`config.mk`:
```
export PLATFORM = sky130hd
export DESIGN_NAME = modbus_converter_flat
export DESIGN_NICKNAME = d
export VERILOG_FILES = /design/src/rtl/modbus_converter_if.sv /design/src/rtl/modbus_converter.sv /design/src/flat_wrapper.sv
export SDC_FILE = /design/constraint.sdc
export NUM_CORES = 2
export LEC_CHECK = 0
export ABC_CLOCK_PERIOD_IN_PS = 40700
export BUFFER_PORTS_ARGS = -buffer_cell sky130_fd_sc_hd__buf_2
export CAP_MARGIN = 30
export CORE_MARGIN = 4
export CORE_UTILIZATION = 40
export DETAILED_ROUTE_END_ITERATION = 12
export GPL_TIMING_DRIVEN = 0
export HOLD_SLACK_MARGIN = 0.02
export SETUP_SLACK_MARGIN = 0.15
export SLEW_MARGIN = 20
export SYNTH_ARGS = -nofsm -noshare
export SYNTH_HDL_FRONTEND = slang
export SYNTH_SLANG_ARGS = --single-unit
```
`constraint.sdc`:
```
create_clock -name PCLK -period 40.7 [get_ports PCLK]
set_input_delay 6.105 -clock PCLK [delete_from_list [all_inputs] [get_ports PCLK]]
set_output_delay 6.105 -clock PCLK [all_outputs]
set_load 0.01 [all_outputs]
```
`src/rtl/modbus_converter_if.sv`:
```
// APB3 bus bundle for the Modbus converter register block.
// The slave modport is the converter's view; the master modport is the host's.
interface modbus_converter_if;
  logic [11:0] PADDR;
  logic        PSEL;
  logic        PENABLE;
  logic        PWRITE;
  logic [31:0] PWDATA;
  logic [3:0]  PSTRB;
  logic [31:0] PRDATA;
  logic        PREADY;
  logic        PSLVERR;

  modport slave (
    input  PADDR, PSEL, PENABLE, PWRITE, PWDATA, PSTRB,
    output PRDATA, PREADY, PSLVERR
  );

  modport master (
    output PADDR, PSEL, PENABLE, PWRITE, PWDATA, PSTRB,
    input  PRDATA, PREADY, PSLVERR
  );
endinterface

```
`src/rtl/modbus_converter.sv`:
```
// PLC I/O converter: APB3 register block with GPIO, timer, IRQ status,
// a 4-entry scan table and an 8N1 UART byte transmitter/receiver.
module modbus_converter (
  input  logic                     PCLK,
  input  logic                     PRESETn,
  modbus_converter_if.slave        apb,
  input  logic                     UART_RX,
  output logic                     UART_TX,
  input  logic [31:0]              GPIO_DI,
  output logic [31:0]              GPIO_DO
);

  typedef enum logic [1:0] {ST_IDLE, ST_START, ST_DATA, ST_STOP} uart_state_e;

  localparam logic [3:0] OFF_DO        = 4'h0;
  localparam logic [3:0] OFF_DI        = 4'h1;
  localparam logic [3:0] OFF_TIMER     = 4'h2;
  localparam logic [3:0] OFF_MSG       = 4'h3;
  localparam logic [3:0] OFF_CFG0      = 4'h4;
  localparam logic [3:0] OFF_CFG1      = 4'h5;
  localparam logic [3:0] OFF_MAP       = 4'h6;
  localparam logic [3:0] OFF_IRQ       = 4'h7;
  localparam logic [3:0] OFF_SCAN_CTRL = 4'h8;
  localparam logic [3:0] OFF_SCAN_IDX  = 4'hA;
  localparam logic [3:0] OFF_ENTRY     = 4'hB;
  localparam logic [3:0] OFF_QTY       = 4'hC;
  localparam logic [3:0] OFF_WBASE     = 4'hD;
  localparam logic [3:0] OFF_RBASE     = 4'hE;

  localparam logic [31:0] CFG0_RST      = 32'h0001_0000;
  localparam logic [31:0] CFG1_RST      = 32'h0080_0036;
  localparam logic [31:0] SCAN_CTRL_RST = 32'h0001_0014;
  localparam logic [31:0] ENTRY_RST     = 32'h0001_0400;
  localparam logic [31:0] QTY_RST       = 32'h0010_0010;

  function automatic logic [31:0] merge_bytes(input logic [31:0] old_v,
                                              input logic [31:0] new_v,
                                              input logic [3:0]  strb);
    logic [31:0] res;
    for (int i = 0; i < 4; i++) begin
      res[8*i +: 8] = strb[i] ? new_v[8*i +: 8] : old_v[8*i +: 8];
    end
    return res;
  endfunction

  // Register state
  logic [31:0] do_q, do_d, timer_q, timer_d, cfg0_q, cfg0_d, cfg1_q, cfg1_d;
  logic [31:0] map_q, map_d, scan_ctrl_q, scan_ctrl_d;
  logic [1:0]  irq_q, irq_d, scan_idx_q, scan_idx_d;
  logic [31:0] di_s1_q, di_s2_q;
  logic [31:0] scan_entry_q [4], scan_entry_d [4];
  logic [31:0] scan_qty_q   [4], scan_qty_d   [4];
  logic [31:0] scan_wbase_q [4], scan_wbase_d [4];
  logic [31:0] scan_rbase_q [4], scan_rbase_d [4];

  // UART state
  uart_state_e tx_state_q, tx_state_d, rx_state_q, rx_state_d;
  logic [19:0] tx_cnt_q, tx_cnt_d, rx_cnt_q, rx_cnt_d;
  logic [2:0]  tx_bit_q, tx_bit_d, rx_bit_q, rx_bit_d;
  logic [7:0]  tx_shift_q, tx_shift_d, rx_shift_q, rx_shift_d;
  logic [7:0]  hold_byte_q, hold_byte_d, rx_byte_q, rx_byte_d;
  logic        hold_full_q, hold_full_d, rx_valid_q, rx_valid_d;
  logic        tx_line_q, tx_line_d;
  logic        rx_s1_q, rx_s2_q, rx_prev_q;
  logic        rx_done;
  logic        stat_tx_empty;

  logic [3:0]  off;
  logic        wr_en, rd_access, msg_wr, msg_rd;
  logic [15:0] d_eff;
  logic [19:0] bit_last, half_last;
  logic        unused_addr_bits;

  assign off              = apb.PADDR[5:2];
  assign unused_addr_bits = ^{apb.PADDR[11:6], apb.PADDR[1:0]};
  assign wr_en            = apb.PSEL & apb.PENABLE & apb.PWRITE;
  assign rd_access        = apb.PSEL & apb.PENABLE & ~apb.PWRITE;
  assign msg_wr           = wr_en && (off == OFF_MSG) && apb.PSTRB[0];
  assign msg_rd           = rd_access && (off == OFF_MSG);

  assign d_eff     = (cfg1_q[15:0] == 16'd0) ? 16'd1 : cfg1_q[15:0];
  assign bit_last  = {d_eff, 4'b0000} - 20'd1;
  assign half_last = {1'b0, d_eff, 3'b000} - 20'd1;

  assign stat_tx_empty = ~hold_full_q && (tx_state_q == ST_IDLE);

  assign apb.PREADY  = 1'b1;
  assign apb.PSLVERR = 1'b0;
  assign GPIO_DO     = do_q;
  assign UART_TX     = tx_line_q;

  // Register file next-state
  always_comb begin
    // NOTE: every signal gets a default first so no latch is inferred.
    do_d         = do_q;
    timer_d      = timer_q + 32'd1;
    cfg0_d       = cfg0_q;
    cfg1_d       = cfg1_q;
    map_d        = map_q;
    scan_ctrl_d  = scan_ctrl_q;
    scan_idx_d   = scan_idx_q;
    scan_entry_d = scan_entry_q;
    scan_qty_d   = scan_qty_q;
    scan_wbase_d = scan_wbase_q;
    scan_rbase_d = scan_rbase_q;
    irq_d        = irq_q;
    if (wr_en) begin
      case (off)
        OFF_DO:        do_d        = merge_bytes(do_q, apb.PWDATA, apb.PSTRB);
        OFF_TIMER:     timer_d     = merge_bytes(timer_q, apb.PWDATA, apb.PSTRB);
        OFF_CFG0:      cfg0_d      = merge_bytes(cfg0_q, apb.PWDATA, apb.PSTRB);
        OFF_CFG1:      cfg1_d      = merge_bytes(cfg1_q, apb.PWDATA, apb.PSTRB);
        OFF_MAP:       map_d       = merge_bytes(map_q, apb.PWDATA, apb.PSTRB);
        OFF_IRQ:       if (apb.PSTRB[0]) irq_d = irq_q & ~apb.PWDATA[1:0];
        OFF_SCAN_CTRL: scan_ctrl_d = merge_bytes(scan_ctrl_q, apb.PWDATA, apb.PSTRB);
        OFF_SCAN_IDX:  if (apb.PSTRB[0]) scan_idx_d = apb.PWDATA[1:0];
        OFF_ENTRY:     scan_entry_d[scan_idx_q] =
                         merge_bytes(scan_entry_q[scan_idx_q], apb.PWDATA, apb.PSTRB);
        OFF_QTY:       scan_qty_d[scan_idx_q] =
                         merge_bytes(scan_qty_q[scan_idx_q], apb.PWDATA, apb.PSTRB);
        OFF_WBASE:     scan_wbase_d[scan_idx_q] =
                         merge_bytes(scan_wbase_q[scan_idx_q], apb.PWDATA, apb.PSTRB);
        OFF_RBASE:     scan_rbase_d[scan_idx_q] =
                         merge_bytes(scan_rbase_q[scan_idx_q], apb.PWDATA, apb.PSTRB);
        default: ;
      endcase
    end
    // Set conditions are applied after the clear so they win.
    irq_d = irq_d | {stat_tx_empty, rx_done};
  end

  // Read mux: combinational while selected
  always_comb begin
    apb.PRDATA = 32'd0;
    if (apb.PSEL && !apb.PWRITE) begin
      case (off)
        OFF_DO:        apb.PRDATA = do_q;
        OFF_DI:        apb.PRDATA = di_s2_q;
        OFF_TIMER:     apb.PRDATA = timer_q;
        OFF_MSG:       apb.PRDATA = {23'd0, rx_valid_q, rx_byte_q};
        OFF_CFG0:      apb.PRDATA = cfg0_q;
        OFF_CFG1:      apb.PRDATA = cfg1_q;
        OFF_MAP:       apb.PRDATA = map_q;
        OFF_IRQ:       apb.PRDATA = {30'd0, irq_q};
        OFF_SCAN_CTRL: apb.PRDATA = scan_ctrl_q;
        OFF_SCAN_IDX:  apb.PRDATA = {30'd0, scan_idx_q};
        OFF_ENTRY:     apb.PRDATA = scan_entry_q[scan_idx_q];
        OFF_QTY:       apb.PRDATA = scan_qty_q[scan_idx_q];
        OFF_WBASE:     apb.PRDATA = scan_wbase_q[scan_idx_q];
        OFF_RBASE:     apb.PRDATA = scan_rbase_q[scan_idx_q];
        default:       apb.PRDATA = 32'd0;
      endcase
    end
  end

  // TX: holding byte feeds the shifter whenever it is idle
  always_comb begin
    tx_state_d  = tx_state_q;
    tx_cnt_d    = tx_cnt_q + 20'd1;
    tx_bit_d    = tx_bit_q;
    tx_shift_d  = tx_shift_q;
    hold_byte_d = hold_byte_q;
    hold_full_d = hold_full_q;
    if (msg_wr && !hold_full_q) begin
      hold_byte_d = apb.PWDATA[7:0];
      hold_full_d = 1'b1;
    end
    case (tx_state_q)
      ST_IDLE: begin
        tx_cnt_d = 20'd0;
        if (hold_full_q) begin
          tx_shift_d  = hold_byte_q;
          hold_full_d = 1'b0;
          tx_state_d  = ST_START;
        end
      end
      ST_START: if (tx_cnt_q == bit_last) begin
        tx_cnt_d   = 20'd0;
        tx_bit_d   = 3'd0;
        tx_state_d = ST_DATA;
      end
      ST_DATA: if (tx_cnt_q == bit_last) begin
        tx_cnt_d   = 20'd0;
        tx_shift_d = {1'b0, tx_shift_q[7:1]};
        tx_bit_d   = tx_bit_q + 3'd1;
        if (tx_bit_q == 3'd7) tx_state_d = ST_STOP;
      end
      ST_STOP: if (tx_cnt_q == bit_last) begin
        tx_cnt_d   = 20'd0;
        tx_state_d = ST_IDLE;
      end
      default: tx_state_d = ST_IDLE;
    endcase
    // Line level follows the next state so it is glitch-free from a flop.
    case (tx_state_d)
      ST_START: tx_line_d = 1'b0;
      ST_DATA:  tx_line_d = tx_shift_d[0];
      default:  tx_line_d = 1'b1;
    endcase
  end

  // RX: start bit re-checked at half-bit, then sampled at each bit centre
  always_comb begin
    rx_state_d = rx_state_q;
    rx_cnt_d   = rx_cnt_q + 20'd1;
    rx_bit_d   = rx_bit_q;
    rx_shift_d = rx_shift_q;
    rx_byte_d  = rx_byte_q;
    rx_valid_d = msg_rd ? 1'b0 : rx_valid_q;
    rx_done    = 1'b0;
    case (rx_state_q)
      ST_IDLE: begin
        rx_cnt_d = 20'd0;
        if (rx_prev_q && !rx_s2_q) rx_state_d = ST_START;
      end
      ST_START: if (rx_cnt_q == half_last) begin
        rx_cnt_d   = 20'd0;
        rx_bit_d   = 3'd0;
        rx_state_d = rx_s2_q ? ST_IDLE : ST_DATA;
      end
      ST_DATA: if (rx_cnt_q == bit_last) begin
        rx_cnt_d   = 20'd0;
        rx_shift_d = {rx_s2_q, rx_shift_q[7:1]};
        rx_bit_d   = rx_bit_q + 3'd1;
        if (rx_bit_q == 3'd7) rx_state_d = ST_STOP;
      end
      ST_STOP: if (rx_cnt_q == bit_last) begin
        rx_cnt_d   = 20'd0;
        rx_state_d = ST_IDLE;
        if (rx_s2_q) begin
          rx_byte_d  = rx_shift_q;
          rx_valid_d = 1'b1;
          rx_done    = 1'b1;
        end
      end
      default: rx_state_d = ST_IDLE;
    endcase
  end

  always_ff @(posedge PCLK or posedge PRESETn) begin
    if (PRESETn) begin
      do_q        <= 32'd0;
      timer_q     <= 32'd0;
      cfg0_q      <= CFG0_RST;
      cfg1_q      <= CFG1_RST;
      map_q       <= 32'd0;
      scan_ctrl_q <= SCAN_CTRL_RST;
      scan_idx_q  <= 2'd0;
      irq_q       <= 2'b10;
      di_s1_q     <= 32'd0;
      di_s2_q     <= 32'd0;
      // NOTE: the scan table is tiny and has non-zero reset values, so it is
      // reset like ordinary flops rather than built as an unreset memory.
      for (int i = 0; i < 4; i++) begin
        scan_entry_q[i] <= ENTRY_RST;
        scan_qty_q[i]   <= QTY_RST;
        scan_wbase_q[i] <= 32'd0;
        scan_rbase_q[i] <= 32'd0;
      end
      tx_state_q  <= ST_IDLE;
      tx_cnt_q    <= 20'd0;
      tx_bit_q    <= 3'd0;
      tx_shift_q  <= 8'd0;
      tx_line_q   <= 1'b1;
      hold_byte_q <= 8'd0;
      hold_full_q <= 1'b0;
      rx_state_q  <= ST_IDLE;
      rx_cnt_q    <= 20'd0;
      rx_bit_q    <= 3'd0;
      rx_shift_q  <= 8'd0;
      rx_byte_q   <= 8'd0;
      rx_valid_q  <= 1'b0;
      rx_s1_q     <= 1'b1;
      rx_s2_q     <= 1'b1;
      rx_prev_q   <= 1'b1;
    end else begin
      // NOTE: non-blocking assignments so every flop samples pre-edge values.
      do_q         <= do_d;
      timer_q      <= timer_d;
      cfg0_q       <= cfg0_d;
      cfg1_q       <= cfg1_d;
      map_q        <= map_d;
      scan_ctrl_q  <= scan_ctrl_d;
      scan_idx_q   <= scan_idx_d;
      irq_q        <= irq_d;
      di_s1_q      <= GPIO_DI;
      di_s2_q      <= di_s1_q;
      scan_entry_q <= scan_entry_d;
      scan_qty_q   <= scan_qty_d;
      scan_wbase_q <= scan_wbase_d;
      scan_rbase_q <= scan_rbase_d;
      tx_state_q   <= tx_state_d;
      tx_cnt_q     <= tx_cnt_d;
      tx_bit_q     <= tx_bit_d;
      tx_shift_q   <= tx_shift_d;
      tx_line_q    <= tx_line_d;
      hold_byte_q  <= hold_byte_d;
      hold_full_q  <= hold_full_d;
      rx_state_q   <= rx_state_d;
      rx_cnt_q     <= rx_cnt_d;
      rx_bit_q     <= rx_bit_d;
      rx_shift_q   <= rx_shift_d;
      rx_byte_q    <= rx_byte_d;
      rx_valid_q   <= rx_valid_d;
      rx_s1_q      <= UART_RX;
      rx_s2_q      <= rx_s1_q;
      rx_prev_q    <= rx_s2_q;
    end
  end

endmodule

```
`src/flat_wrapper.sv`:
```
// flat-port wrapper written by rule: the top's interface ports become plain ports
module modbus_converter_flat 
  (PCLK, PRESETn, UART_RX, UART_TX, GPIO_DI, GPIO_DO, apb_PADDR, apb_PSEL, apb_PENABLE, apb_PWRITE, apb_PWDATA, apb_PSTRB, apb_PRDATA, apb_PREADY, apb_PSLVERR);
  modbus_converter_if apb_i ();
  input  logic PCLK;
  input  logic PRESETn;
  input  logic UART_RX;
  output logic UART_TX;
  input  logic [31:0] GPIO_DI;
  output logic [31:0] GPIO_DO;
  input wire logic [$bits(apb_i.PADDR)-1:0] apb_PADDR;
  input wire logic [$bits(apb_i.PSEL)-1:0] apb_PSEL;
  input wire logic [$bits(apb_i.PENABLE)-1:0] apb_PENABLE;
  input wire logic [$bits(apb_i.PWRITE)-1:0] apb_PWRITE;
  input wire logic [$bits(apb_i.PWDATA)-1:0] apb_PWDATA;
  input wire logic [$bits(apb_i.PSTRB)-1:0] apb_PSTRB;
  output wire logic [$bits(apb_i.PRDATA)-1:0] apb_PRDATA;
  output wire logic [$bits(apb_i.PREADY)-1:0] apb_PREADY;
  output wire logic [$bits(apb_i.PSLVERR)-1:0] apb_PSLVERR;
  assign apb_i.PADDR = apb_PADDR;
  assign apb_i.PSEL = apb_PSEL;
  assign apb_i.PENABLE = apb_PENABLE;
  assign apb_i.PWRITE = apb_PWRITE;
  assign apb_i.PWDATA = apb_PWDATA;
  assign apb_i.PSTRB = apb_PSTRB;
  assign apb_PRDATA = apb_i.PRDATA;
  assign apb_PREADY = apb_i.PREADY;
  assign apb_PSLVERR = apb_i.PSLVERR;
  modbus_converter u_core (.PCLK(PCLK), .PRESETn(PRESETn), .apb(apb_i), .UART_RX(UART_RX), .UART_TX(UART_TX), .GPIO_DI(GPIO_DI), .GPIO_DO(GPIO_DO));
endmodule
```
Yosys cells after proc, flatten, opt, wreduce, memory -nomap -nowiden
Index checks and enable logic that the tools add are counted.

cells by class
  add/subtract/negate cells = 7
  order comparisons = 2
  eq/ne operators = 38
  multiplexer cells = 84
  bitwise logic cells = 9
  reductions and logical operators = 51

operators with widths
  kind                   count
  $bwmux 128             4
  $pmux 32 s14           1
  $mux 32                12
  $bmux 32 s2            4
  $mux 8                 22
  $reduce_and 3->1       25
  $demux 32 s2           1
  $eq 20x20->1           3
  $mux 20                3
  $pmux 20 s3            1
  $add 20x1->20 const B  2
  $pmux 20 s2            1
  $add 32x1->32 const B  1
  $mux 2                 14
  $eq 4x4->1 const B     6
  $sub 19x1->20 const B  1
  $sub 20x1->20 const B  1
  $eq 4x3->1 const B     4
  $logic_not 16->1       1
  $mux 16                1
  $ne 2x1->1 const B     8
  $pmux 2 s4             2
  $pmux 8 s2             1
  $mux 3                 4
  other kinds (27)       68

word-level totals
  flip-flop bits (word level) = 860
  bits of input ports = 86
  output and inout bits = 67
  logic and storage cells = 252

Depth between registers and ports, before layout
  depth in word-level cells = 8
  depth in mapped cells = 18
  gate-level depth less buffers = 13

Least setup slack after synthesis
Ideal clock, no wire load.

  path kind = input -> output
  from = in apb_PADDR[2]
  to = out apb_PRDATA[2]
  arrival time = 7.635 ns
  required time = 34.595 ns
  path slack = 26.960 ns
  stages on the path = 7
  buffers on the path = 2
  cell sequence = clkbuf_1 > nor4_1 > clkbuf_1 > a22oi_1 > nand4_1 > a221oi_1 > a21oi_1

between the ends
  word-level cells in the longest chain between the ends = 3

ends and longest elaborated chain
  what                                      RTL line                 source
  start: declaration                        flat_wrapper.sv:11       input wire logic [$bits(apb_i.PADDR)-1:0] apb_PADDR;
  $eq 4x4->1, or another cell as far along  modbus_converter.sv:136  case (off)
  $pmux 32 s14 *                            modbus_converter.sv:136
  $mux 32 *                                 modbus_converter.sv:135  if (apb.PSEL && !apb.PWRITE) begin
  end: declaration                          flat_wrapper.sv:17       output wire logic [$bits(apb_i.PRDATA)-1:0] apb_PRDATA;

Mark *: on every way between the ends. The rest lies on a longest branch, timed or not.

Worst setup path in the final report
  from = in apb_PADDR[3]
  to = out apb_PRDATA[8]

The elaborated chain is that of the path after synthesis.

==> summary.md <==
| Metric | Value |
|---|---|
| Row count | 114 |
| Routability cong. | 0.911 |
| Largest net degree at the start of global routing | 103 |
| Top cells by count, synth | 830 x dfrtp_1, 408 x nor2_1, 343 x nand2_1 |
| Worst hold slack | 322 ps |
| First-pass GRT wire length | 193000 um |
| Area growth syn-to-layout | 14.9% |
| Drt initial violations | 3412 |
| Crit path largest cell delay | 800 ps |
| Vias in the first global route | 30200 |
| Worst vdd ir | 0.0289 mV |
| Async set or reset register ratio after synthesis | 1.00 |
| Critical path fanouts, max | 8 |
| Routed Antenna Nets | 0 |
| Power, Total | 2.14 mW |
| Via/cell ratio | 5.87 |
| Hold Buf Count CTS | 0 |
| RSZ-0062 raised after global routing | false |
| Synthesized Nets | 3667 |
| Port Buffers | 115 |
| Fin. max-slew vios | 0 |
| Clock-pin slew on the worst setup and hold paths | 60 ps |
| Effective utilization at floorplan | 0.405 |
| Post-CTS Setup Repair Bufs | 0 |
| Final Util | 0.466 |
| Post-route clock skew | 42.5 ps |
| Chip height | 322 um |
| Worst path arrival time | 9480 ps |
| Drt wl/cell | 24.7 um |
| Required time of the critical path | 34590 ps |
| Max Clk Rate | 64.1 MHz |
| Simple-gate area share of the yosys netlist | 0.109 |
| Delay-heaviest family, CP | buffers and inverters |
| PwrDens | 47.3 nW/um^2 |
| Adder-cell share of the synthesized area | 0.00381 |
| Seq/Total Area, Yosys | 0.547 |
| Crit. End Element | primary output |
| IO Count | 153 |
| Count leader, synth | dfrtp_1 |
| FF+latch count, synth | 860 |
| Final setup TNS | 0 ps |
| Mapped cell area | 39400 um^2 |
| Clock Tree Root | clkbuf_16 |
| Grt ovf | 0 |
| # DRC | 0 |
| Fin nets | 3911 |
| Avg Inst Size Synth | 11.1 um^2 |
| Cts repair resizes | 0 |
| Tmin final | 15590 ps |
| Bufs on Longest Clock Path | 3 |
| Synth area leader | dfrtp_1 |
| Final HPWL DP | 91900 um |
| Multi-input logic area | 16800 um^2 |
| Worst path bufs/invs | 5 |
| Largest family of logic cells by synthesized area | multiplexers |
| Top_reg_cell synth | dfrtp_1 |
| Synth top area cells | dfrtp_1 53%, mux4_2 7.3%, mux2_2 5.3%, a21oi_1 4.3%, nor2_1 3.9% |
| Post-synthesis cell count | 3569 |
| Proportion of synthesized area in mux cells | 0.158 |
| Number of synthesized flops with an enable pin | 0 |
| Area of the core | 97300 um^2 |
| Final Hold Viols | 0 |
| Die area | 104000 um^2 |
| Yosys top cell area share | 0.527 |
| Max-Slew Margin vs Limit | 0.295 |
| Design Area, Final | 45300 um^2 |
| Register Area | 21600 um^2 |
| Clock sinks | 860 |
| Synth Warn # | 0 |
| Share of cells above drive strength 1 | 0.177 |
| Synth Area in Compound Gates | 0.134 |
| Synth unique cells | 84 |
| CTS tree | built |
| Clock Latency Late Sink | 670 ps |
| Die width | 322 um |
| Critical path type | input port to primary output |
| TritonCTS Buffers | 94 |
| Pre-Repair DR Iteration Count | 6 |
| Status | complete, no violations |
| Worst Setup Start Kind | input port |
| LEAKAGE | 19.9 nW |
| H-tree levels | 3 |
| XOR/XNOR share of the synthesized area | 0.0197 |
| Critical-path top delay cell | nor2_1 |
| Worst-Margin Slew | 1060 ps |
| Critical Path, Cell by Cell | buf_2 -> nand2b_1 -> clkbuf_1 -> nor2_1 -> clkbuf_1 -> buf_6 -> a22oi_1 -> nand4_1 -> a221oi_1 -> a21oi_1 -> buf_2 |
| Initial antenna violation count | 9 |
| Max_cap viols | 0 |
| GRT Total Usage | 0.246 |
| Final Setup Violations | 0 |
| Via count | 30400 |
| Final period utilization | 0.383 |
| Total wire length | 128000 um |
| Fillcell total | 9104 |
| Placed cell area | 42100 um^2 |
| Worst hold-check path type | flop to flop |
## cell type report
type,count,area share
Buffer,271,0.0233
Tap cell,1276,0.0352
Antenna cell,7,0.000387
Clock buffer,145,0.0622
Inverter,28,0.00249
Sequential cell,860,0.476
Multi-Input combinational cell,2410,0.370
Timing Repair Buffer,148,0.0238
Clock inverter,31,0.00690
## per-stage QoR
step / cells / setup slack (ps)
floorplan: 3569 / 10480
global placement: 4960 / 324
detailed placement: 4984 / 25360
CTS: 5160 / 25350
global route: 5173 / 25000
finish: 5176 / 25110
## report_power, final
group	total [mW]	leakage (nW)	switching, mW	internal [mW]
combinational	0.307	6.93	0.186	0.122
sequential	0.969	11.4	0.0474	0.922
clock	0.866	1.54	0.357	0.509
total	2.14	19.9	0.590	1.55
## layout by cell type, fill, tap and decap left out, types with 8 or more instances in the layout
cell         n
dfrtp_1    830
nor2_1     408
nand2_1    343
a21oi_1    338
o21ai_0    281
clkbuf_1   239
mux2_2     184
buf_2      130
mux4_2     128
mux2i_1    127
a22oi_1    112
clkbuf_16   97
nand3_1     65
xnor2_1     47
buf_1       43
xor2_1      34
nor3_1      33
a221oi_1    32
and3_1      30
dfstp_2     30
inv_1       26
a222oi_1    25
nand4_1     21
clkbuf_8    21
clkinv_2    19
buf_6       16
nor2b_1     13
nand2b_1    12
ha_1        12
a211oi_1    10
buf_16       9
nor4_1       8
nor3_2       8
and2_1       8
## registers in the layout, summed over array words and instances, names as in the netlist, 8 cells and up, named ones only
register and flops:
u_core.scan_entry_q 128, u_core.scan_qty_q 128, u_core.scan_rbase_q 128, u_core.scan_wbase_q 128, u_core.GPIO_DO 32, u_core.cfg0_q 32, u_core.cfg1_q 32, u_core.di_s1_q 32
u_core.di_s2_q 32, u_core.map_q 32, u_core.scan_ctrl_q 32, u_core.timer_q 32, u_core.rx_cnt_q 20, u_core.tx_cnt_q 20, u_core.hold_byte_q 8, u_core.rx_byte_q 8
u_core.rx_shift_q 8, u_core.tx_shift_q 8
## final timing paths
check	start	slack [ps]	end	cells after the start
setup reg to reg	u_core.cfg1_q[9]	35240	flop	14
setup / recovery	apb_PADDR[3]	25110	apb_PRDATA[8]	11
hold / removal	u_core.di_s1_q[10]	320	u_core.di_s2_q[10]	0
min in group asynchronous	PRESETn	5430	u_core.di_s1_q[1]	2
hold reg to reg	u_core.di_s1_q[10]	320	u_core.di_s2_q[10]	0
max in group asynchronous	PRESETn	33040	u_core.scan_ctrl_q[16]	6
## layer usage
metal	vias up	routed length [um]	part of all wire	GRT usage
li1	13400	-	-	-
met1	15500	54400	0.43	0.343
met2	1280	58100	0.45	0.377
met3	229	9700	0.076	0.0448
met4	0	5680	0.044	0.108
met5	-	0	0	0
## cells by family after synthesis
| logic type | after synthesis |
|---|---|
| other | 2 |
| AO/OA/AOI/OAI | 883 |
| AND/OR/NAND/NOR | 990 |
| adder cells (fa/ha/maj) | 12 |
| buffers and inverters | 299 |
| multiplexers | 439 |
| XOR/XNOR | 84 |
| flip-flops | 860 |
Power figures use the tool's default switching activity.
